File: src/rtl/ota_pkg.sv
// Shared definitions for the OTA duty meter slice.
// Contents: FSM state enum, default sizing constants, edge counter width,
//           and the duty shift helper used to scale the high count.
package ota_pkg;

    typedef enum logic {
        IDLE    = 1'b0,
        MEASURE = 1'b1
    } state_e;

    localparam int unsigned WIN_LOG2_DEF    = 8;
    localparam int unsigned OUT_W_DEF       = 8;
    localparam int unsigned SYNC_STAGES_DEF = 2;
    localparam int unsigned EDGE_W          = 8;

    // Right shift that maps a window's high count onto the duty output range.
    localparam int unsigned DUTY_SHIFT_DEF = WIN_LOG2_DEF - OUT_W_DEF;

    function automatic int unsigned duty_shift(input int unsigned win_log2,
                                               input int unsigned out_w);
        return win_log2 - out_w;
    endfunction

endpackage

File: src/rtl/ota_duty_meter_if.sv
// Result readout bus of the duty meter.
// master (meter): drives duty, edge_cnt, duty_valid, overrun; samples duty_ack.
// slave (consumer): the reverse.
interface ota_duty_meter_if
    import ota_pkg::*;
#(
    parameter int unsigned OUT_W = OUT_W_DEF
) ();

    logic [OUT_W-1:0]  duty;
    logic [EDGE_W-1:0] edge_cnt;
    logic              duty_valid;
    logic              duty_ack;
    logic              overrun;

    modport master (
        output duty,
        output edge_cnt,
        output duty_valid,
        output overrun,
        input  duty_ack
    );

    modport slave (
        input  duty,
        input  edge_cnt,
        input  duty_valid,
        input  overrun,
        output duty_ack
    );

endinterface

File: src/rtl/ota_sync.sv
// Multi-stage reset-to-0 synchroniser for asynchronous single-bit inputs.
// Ports: clk, rst (async active-high), d (async input), q (d delayed STAGES clocks).
module ota_sync #(
    parameter int unsigned STAGES = 2
) (
    input  logic clk,
    input  logic rst,
    input  logic d,
    output logic q
);

    logic [STAGES-1:0] chain;

    // Shift chain; only chain[0] may go metastable.
    always_ff @(posedge clk or posedge rst) begin
        if (rst) begin
            chain <= '0;
        end else begin
            chain <= {chain[STAGES-2:0], d};
        end
    end

    assign q = chain[STAGES-1];

endmodule

File: src/rtl/ota_duty_meter.sv
// Duty-cycle and rising-edge meter for the OTA comparator output.
// Measures fixed windows of 2^WIN_LOG2 clocks, back to back while en is high,
// and hands each window's result to the consumer with a valid/ack handshake.
// Ports: clk, rst (async active-high), en (measurement enable), ota_in (async
//        OTA Out net), busy (FSM in MEASURE), res (result bus, master side).
module ota_duty_meter
    import ota_pkg::*;
#(
    parameter int unsigned WIN_LOG2    = WIN_LOG2_DEF,
    parameter int unsigned OUT_W       = OUT_W_DEF,
    parameter int unsigned SYNC_STAGES = SYNC_STAGES_DEF
) (
    input  logic               clk,
    input  logic               rst,
    input  logic               en,
    input  logic               ota_in,
    output logic               busy,
    ota_duty_meter_if.master   res
);

    localparam int unsigned HC_W     = WIN_LOG2 + 1;
    localparam int unsigned SHIFT    = duty_shift(WIN_LOG2, OUT_W);
    localparam int unsigned DUTY_MAX = (32'd1 << OUT_W) - 32'd1;

    state_e              state;
    logic                s;
    logic                prev;
    logic [WIN_LOG2-1:0] win_cnt;
    logic [HC_W-1:0]     high_cnt;
    logic [EDGE_W-1:0]   edge_acc;

    logic [HC_W-1:0]     high_nxt_c;
    logic [HC_W-1:0]     high_shift_c;
    logic [EDGE_W-1:0]   edge_nxt_c;
    logic [OUT_W-1:0]    duty_sat_c;
    logic                last_c;
    logic                new_res_c;

    ota_sync #(.STAGES(SYNC_STAGES)) u_sync (
        .clk (clk),
        .rst (rst),
        .d   (ota_in),
        .q   (s)
    );

    // Counter updates including the current sample, so the terminal cycle's
    // sample lands in the registered result.
    always_comb begin
        high_nxt_c   = high_cnt + HC_W'(s);
        edge_nxt_c   = edge_acc;
        if (s && !prev && (edge_acc != '1)) begin
            edge_nxt_c = edge_acc + EDGE_W'(1);
        end
        high_shift_c = high_nxt_c >> SHIFT;
        // A full-high window counts 2^WIN_LOG2, one past full scale.
        if (high_shift_c > HC_W'(DUTY_MAX)) begin
            duty_sat_c = '1;
        end else begin
            duty_sat_c = OUT_W'(high_shift_c);
        end
        last_c    = &win_cnt;
        new_res_c = (state == MEASURE) && en && last_c;
    end

    // FSM, window counters and result handshake.
    always_ff @(posedge clk or posedge rst) begin
        if (rst) begin
            state          <= IDLE;
            prev           <= 1'b0;
            win_cnt        <= '0;
            high_cnt       <= '0;
            edge_acc       <= '0;
            res.duty       <= '0;
            res.edge_cnt   <= '0;
            res.duty_valid <= 1'b0;
            res.overrun    <= 1'b0;
        end else begin
            prev <= s;

            if (state == IDLE) begin
                if (en) begin
                    state    <= MEASURE;
                    win_cnt  <= '0;
                    high_cnt <= '0;
                    edge_acc <= '0;
                end
            end else if (!en) begin
                // Partial window is dropped; counters are cleared on next entry.
                state <= IDLE;
            end else begin
                win_cnt <= win_cnt + WIN_LOG2'(1);
                if (last_c) begin
                    high_cnt <= '0;
                    edge_acc <= '0;
                end else begin
                    high_cnt <= high_nxt_c;
                    edge_acc <= edge_nxt_c;
                end
            end

            if (new_res_c) begin
                res.duty       <= duty_sat_c;
                res.edge_cnt   <= edge_nxt_c;
                res.duty_valid <= 1'b1;
            end else if (res.duty_ack) begin
                res.duty_valid <= 1'b0;
            end

            // Overwrite of an unread result is sticky until the consumer acks.
            if (new_res_c && res.duty_valid && !res.duty_ack) begin
                res.overrun <= 1'b1;
            end else if (res.duty_ack) begin
                res.overrun <= 1'b0;
            end
        end
    end

    assign busy = (state == MEASURE);

endmodule

File: src/flat_wrapper.sv
// flat-port wrapper written by rule: the top's interface ports become plain ports
module ota_duty_meter_flat import ota_pkg::*;
#(
    parameter int unsigned WIN_LOG2    = WIN_LOG2_DEF,
    parameter int unsigned OUT_W       = OUT_W_DEF,
    parameter int unsigned SYNC_STAGES = SYNC_STAGES_DEF
)
  (clk, rst, en, ota_in, busy, res_duty, res_edge_cnt, res_duty_valid, res_overrun, res_duty_ack);
  ota_duty_meter_if #(.OUT_W(OUT_W)) res_i ();
  input  logic clk;
  input  logic rst;
  input  logic en;
  input  logic ota_in;
  output logic busy;
  output wire logic [$bits(res_i.duty)-1:0] res_duty;
  output wire logic [$bits(res_i.edge_cnt)-1:0] res_edge_cnt;
  output wire logic [$bits(res_i.duty_valid)-1:0] res_duty_valid;
  output wire logic [$bits(res_i.overrun)-1:0] res_overrun;
  input wire logic [$bits(res_i.duty_ack)-1:0] res_duty_ack;
  assign res_duty = res_i.duty;
  assign res_edge_cnt = res_i.edge_cnt;
  assign res_duty_valid = res_i.duty_valid;
  assign res_overrun = res_i.overrun;
  assign res_i.duty_ack = res_duty_ack;
  ota_duty_meter #(.WIN_LOG2(WIN_LOG2), .OUT_W(OUT_W), .SYNC_STAGES(SYNC_STAGES)) u_core (.clk(clk), .rst(rst), .en(en), .ota_in(ota_in), .busy(busy), .res(res_i));
endmodule
File: config.mk
export PLATFORM = sky130hd
export DESIGN_NAME = ota_duty_meter_flat
export DESIGN_NICKNAME = d
export VERILOG_FILES = /design/src/rtl/ota_pkg.sv /design/src/rtl/ota_duty_meter_if.sv /design/src/rtl/ota_sync.sv /design/src/rtl/ota_duty_meter.sv /design/src/flat_wrapper.sv
export SDC_FILE = /design/constraint.sdc
export NUM_CORES = 1
export LEC_CHECK = 0
export ABC_CLOCK_PERIOD_IN_PS = 2100
export CORE_MARGIN = 3
export CORE_UTILIZATION = 45
export DETAILED_ROUTE_END_ITERATION = 12
export PLACE_DENSITY = 0.65
export SLEW_MARGIN = 20
export SYNTH_ARGS = -nofsm -noshare
export SYNTH_HDL_FRONTEND = slang
export SYNTH_SLANG_ARGS = --single-unit
File: constraint.sdc
create_clock -name clk -period 2.1 [get_ports clk]
set_clock_uncertainty 0.15 [all_clocks]
set_input_delay 0.315 -clock clk [delete_from_list [all_inputs] [get_ports clk]]
set_output_delay 0.315 -clock clk [all_outputs]
set_load 0.01 [all_outputs]
==> flow_summary_export.csv <==
group,metric,value,unit
run_status,outcome,"finished, final reports clean",
timing,fin_tns_setup,0,ns
power_and_ir_drop,p_comb_frac,0.089,
floorplan,start_util,0.469,
setup_path,worstSetupStartpointType,"flop",
synth,synth-edff-count,0,
synth,synth_seq_cells,47,
clock_tree,clkSinkCount,47,
drt,wirelength,4690,um
synth,synth-main-ff-cell,"dfrtp_1",
synth,yosysTopAreaCell,"dfrtp_1",
drt,via_count,1908,
floorplan,rows,26,
setup_path,worstSetupEndpointType,"flop",
cells_and_area,drive_gt1_frac,0.0766,
cells_and_area,synthToLayoutAreaGrowth,15.2,%
synth,synth_nets,260,
power_and_ir_drop,p_leak,1.19,nW
clock_tree,htreeDepth,2,
floorplan,die_h,79.4,um
clock_tree,root_buffer,"clkbuf_8",
timing,fmax,523,MHz
global_routing,antenna_found_initial,0,
global_routing,first_global_vias,1767,
clock_tree,clock_latency,0.29,ns
cells_and_area,finalNonFillerCells,344,
synth,synth_top_area_share,0.485,
timing,relSlewSlack,0.723,
synth,yosys_warnings,0,
synth,syn_area,2430,um2
clock_tree,cts_hold_buf,0,
power_and_ir_drop,vdd_drop_max,0.000381,V
clock_tree,cts_buffers,5,
synth,syn_area_per_cell,9.71,um2
clock_tree,cts_tree,"yes",
clock_tree,postCtsSetupBuffers,0,
floorplan,die_w,79.4,um
timing,worst_hold_slack,0.211,ns
timing,finalCriticalPeriod,1.91,ns
power_and_ir_drop,power,1.64,mW
hold_path,hp-class,"reg -> reg",
placement,post-place-ws,0.0785,ns
drt,drtAntennaViolNets,0,
clock_tree,clkTransAtPathRegs,0.08,ns
placement,post-place-cells,336,
clock_tree,cts_buffer_depth,2,
timing,final_max_slew_viol_count,0,
setup_path,crit_required,2.16,ns
synth,synth-async-reset-ratio,1.00,
synth,synth_cell_types,49,
synth,ys_top_cells_by_area,"dfrtp_1, o21ai_0, nand2_1, a31oi_1, a21oi_1",
power_and_ir_drop,swShare,0.250,
power_and_ir_drop,p_int,1.23,mW
setup_path,setup.worst_path.class,"reg -> reg",
clock_tree,cts_resized,0,
cells_and_area,design_area,2800,um2
global_routing,grt_first_pass_wirelength,8290,um
global_routing,overflow,0,
synth,netlist_instances,250,
placement,portBuffers,23,
setup_path,crit_arrival,1.98,ns
power_and_ir_drop,power.density,586,nW/um2
drt,drtIter0Drc,101,
placement,hpwl,3220,um
cells_and_area,fin_util,0.540,
placement,dpl_cell_area,2710,um2
timing,tightestPinTransition,0.413,ns
setup_path,cp_max_fo,5,
run,cap_violations,0,
drt,avgRoutedWirePerCell,13.6,um
power_and_ir_drop,p_sw,409,uW
floorplan,die-area,6310,um2
floorplan,io_pins,24,
cells_and_area,nets,283,
cells_and_area,diodes,0,
timing,setup_viol,0,
floorplan,core,5170,um2
timing,post-route-period-util,0.910,
timing,finalHoldViolCount,0,
power_and_ir_drop,p_clk_frac,0.316,
drt,viasPerCell,5.55,
drt,dr.pass1.iters,4,
synth,ys_seq_area_frac,0.485,
power_and_ir_drop,seqPwrFrac,0.595,
global_routing,grt_usage,0.165,
drt,drcViolationCount,0,
timing,worst_slack,0.189,ns
timing,rsz0062_at_grt,"false",
placement,place.gp.congestion,0.826,
global_routing,grt_max_degree,48,
## layout by cell type (no fill, tap or decap), types with 2 or more instances in the layout
master           count
o211ai_1             3
clkbuf_8             5
nand4_1              4
nor3b_1              2
buf_12               2
and2_1               3
nand2_1             27
dfrtp_1             47
o21ai_0             23
buf_4                4
clkbuf_1             2
nor4_1               2
xnor2_1              3
inv_1               12
ha_1                 5
o22ai_1              2
o21ai_1              5
or2b_1               2
nor3_1               4
nor2b_1              2
and3_1               2
a21oi_1             14
o22a_1               7
a31oi_1             13
xor2_1               3
a21o_1               3
nand3_1             14
nor2_1              12
a41oi_1              3
mux2i_1              2
clkdlybuf4s50_1     23
## synth_stat cells, types with 2 or more instances
master    number
dfrtp_1       47
nand3_1       14
and3_1         2
xnor2_1        3
nor3b_1        2
nand4_1        4
a21o_1         3
xor2_1         3
nor2_1        12
o22ai_1        2
o21ai_0       23
nand2_1       27
buf_6          3
nor4_1         2
o211ai_1       3
ha_1           5
clkbuf_1       3
a41oi_1        3
buf_2          4
inv_1         13
and2_1         3
nor2b_1        2
or2b_1         2
a21oi_1       14
nor3_1         4
o21ai_1        5
mux2i_1        2
o22a_1         7
a31oi_1       13
## routing by layer
layer / wire (um) / global-route usage
met4: 71 / 0.0619
met3: 191 / 0.0271
met2: 2080 / 0.249
met5: 0 / 0
met1: 2350 / 0.236
## cells by family after synthesis
family | Yosys count | share of synthesized area
XOR/XNOR | 6 | 0.0217
AO/OA/AOI/OAI | 81 | 0.213
multiplexers | 2 | 0.00825
buffers and inverters | 26 | 0.0619
AND/OR/NAND/NOR | 83 | 0.185
adder cells (fa/ha/maj) | 5 | 0.0258
flip-flops | 47 | 0.485
## power by group through the flow
stage	clock, mW	combinational, mW	sequential, mW
after global placement	0	0.147	0.992
after global routing	0.569	0.169	0.982
after detailed placement	0	0.148	0.992
final	0.517	0.146	0.974
after floorplan	0	0.109	0.982
after CTS	0.536	0.148	0.974
## state kept, by name (all words and copies together) (netlist names)
register / cells
u_core.win_cnt: 8
u_core.busy: 1
u_core.res.duty: 8
u_core.edge_acc: 8
u_core.prev: 1
u_core.res.edge_cnt: 8
u_core.res.duty_valid: 1
u_core.high_cnt: 9
u_core.res.overrun: 1
u_core.u_sync.chain: 2
## critical path, cell delays in order, from the launching register on
cell     delay (ns)
dfrtp_1        0.40
ha_1           0.21
ha_1           0.24
and2_1         0.21
and4_1         0.25
or2b_1         0.22
a31oi_1        0.16
## layout make-up
cell class,count,area (um2)
Clock buffer,7,76.3
Clock inverter,1,5.00
Fill cell,464,2380
Inverter,13,48.8
Multi-Input combinational cell,177,1100
Sequential cell,47,1180
Tap cell,70,87.6
Timing Repair Buffer,29,300
## worst paths after layout
kind | cells after the start | slack (ns) | start | endpoint
max in group asynchronous | 3 | 1.36 | rst | u_core.edge_acc[3]
max reg2reg | 6 | 0.19 | u_core.high_cnt[0] | u_core.high_cnt[6]
max | 6 | 0.19 | u_core.high_cnt[0] | u_core.high_cnt[6]
min reg2reg | 0 | 0.21 | u_core.u_sync.chain[0] | u_core.u_sync.chain[1]
min | 0 | 0.21 | u_core.u_sync.chain[0] | u_core.u_sync.chain[1]
min in group asynchronous | 3 | 0.23 | rst | u_core.res.duty_valid
(Power assumes the default switching activity.)
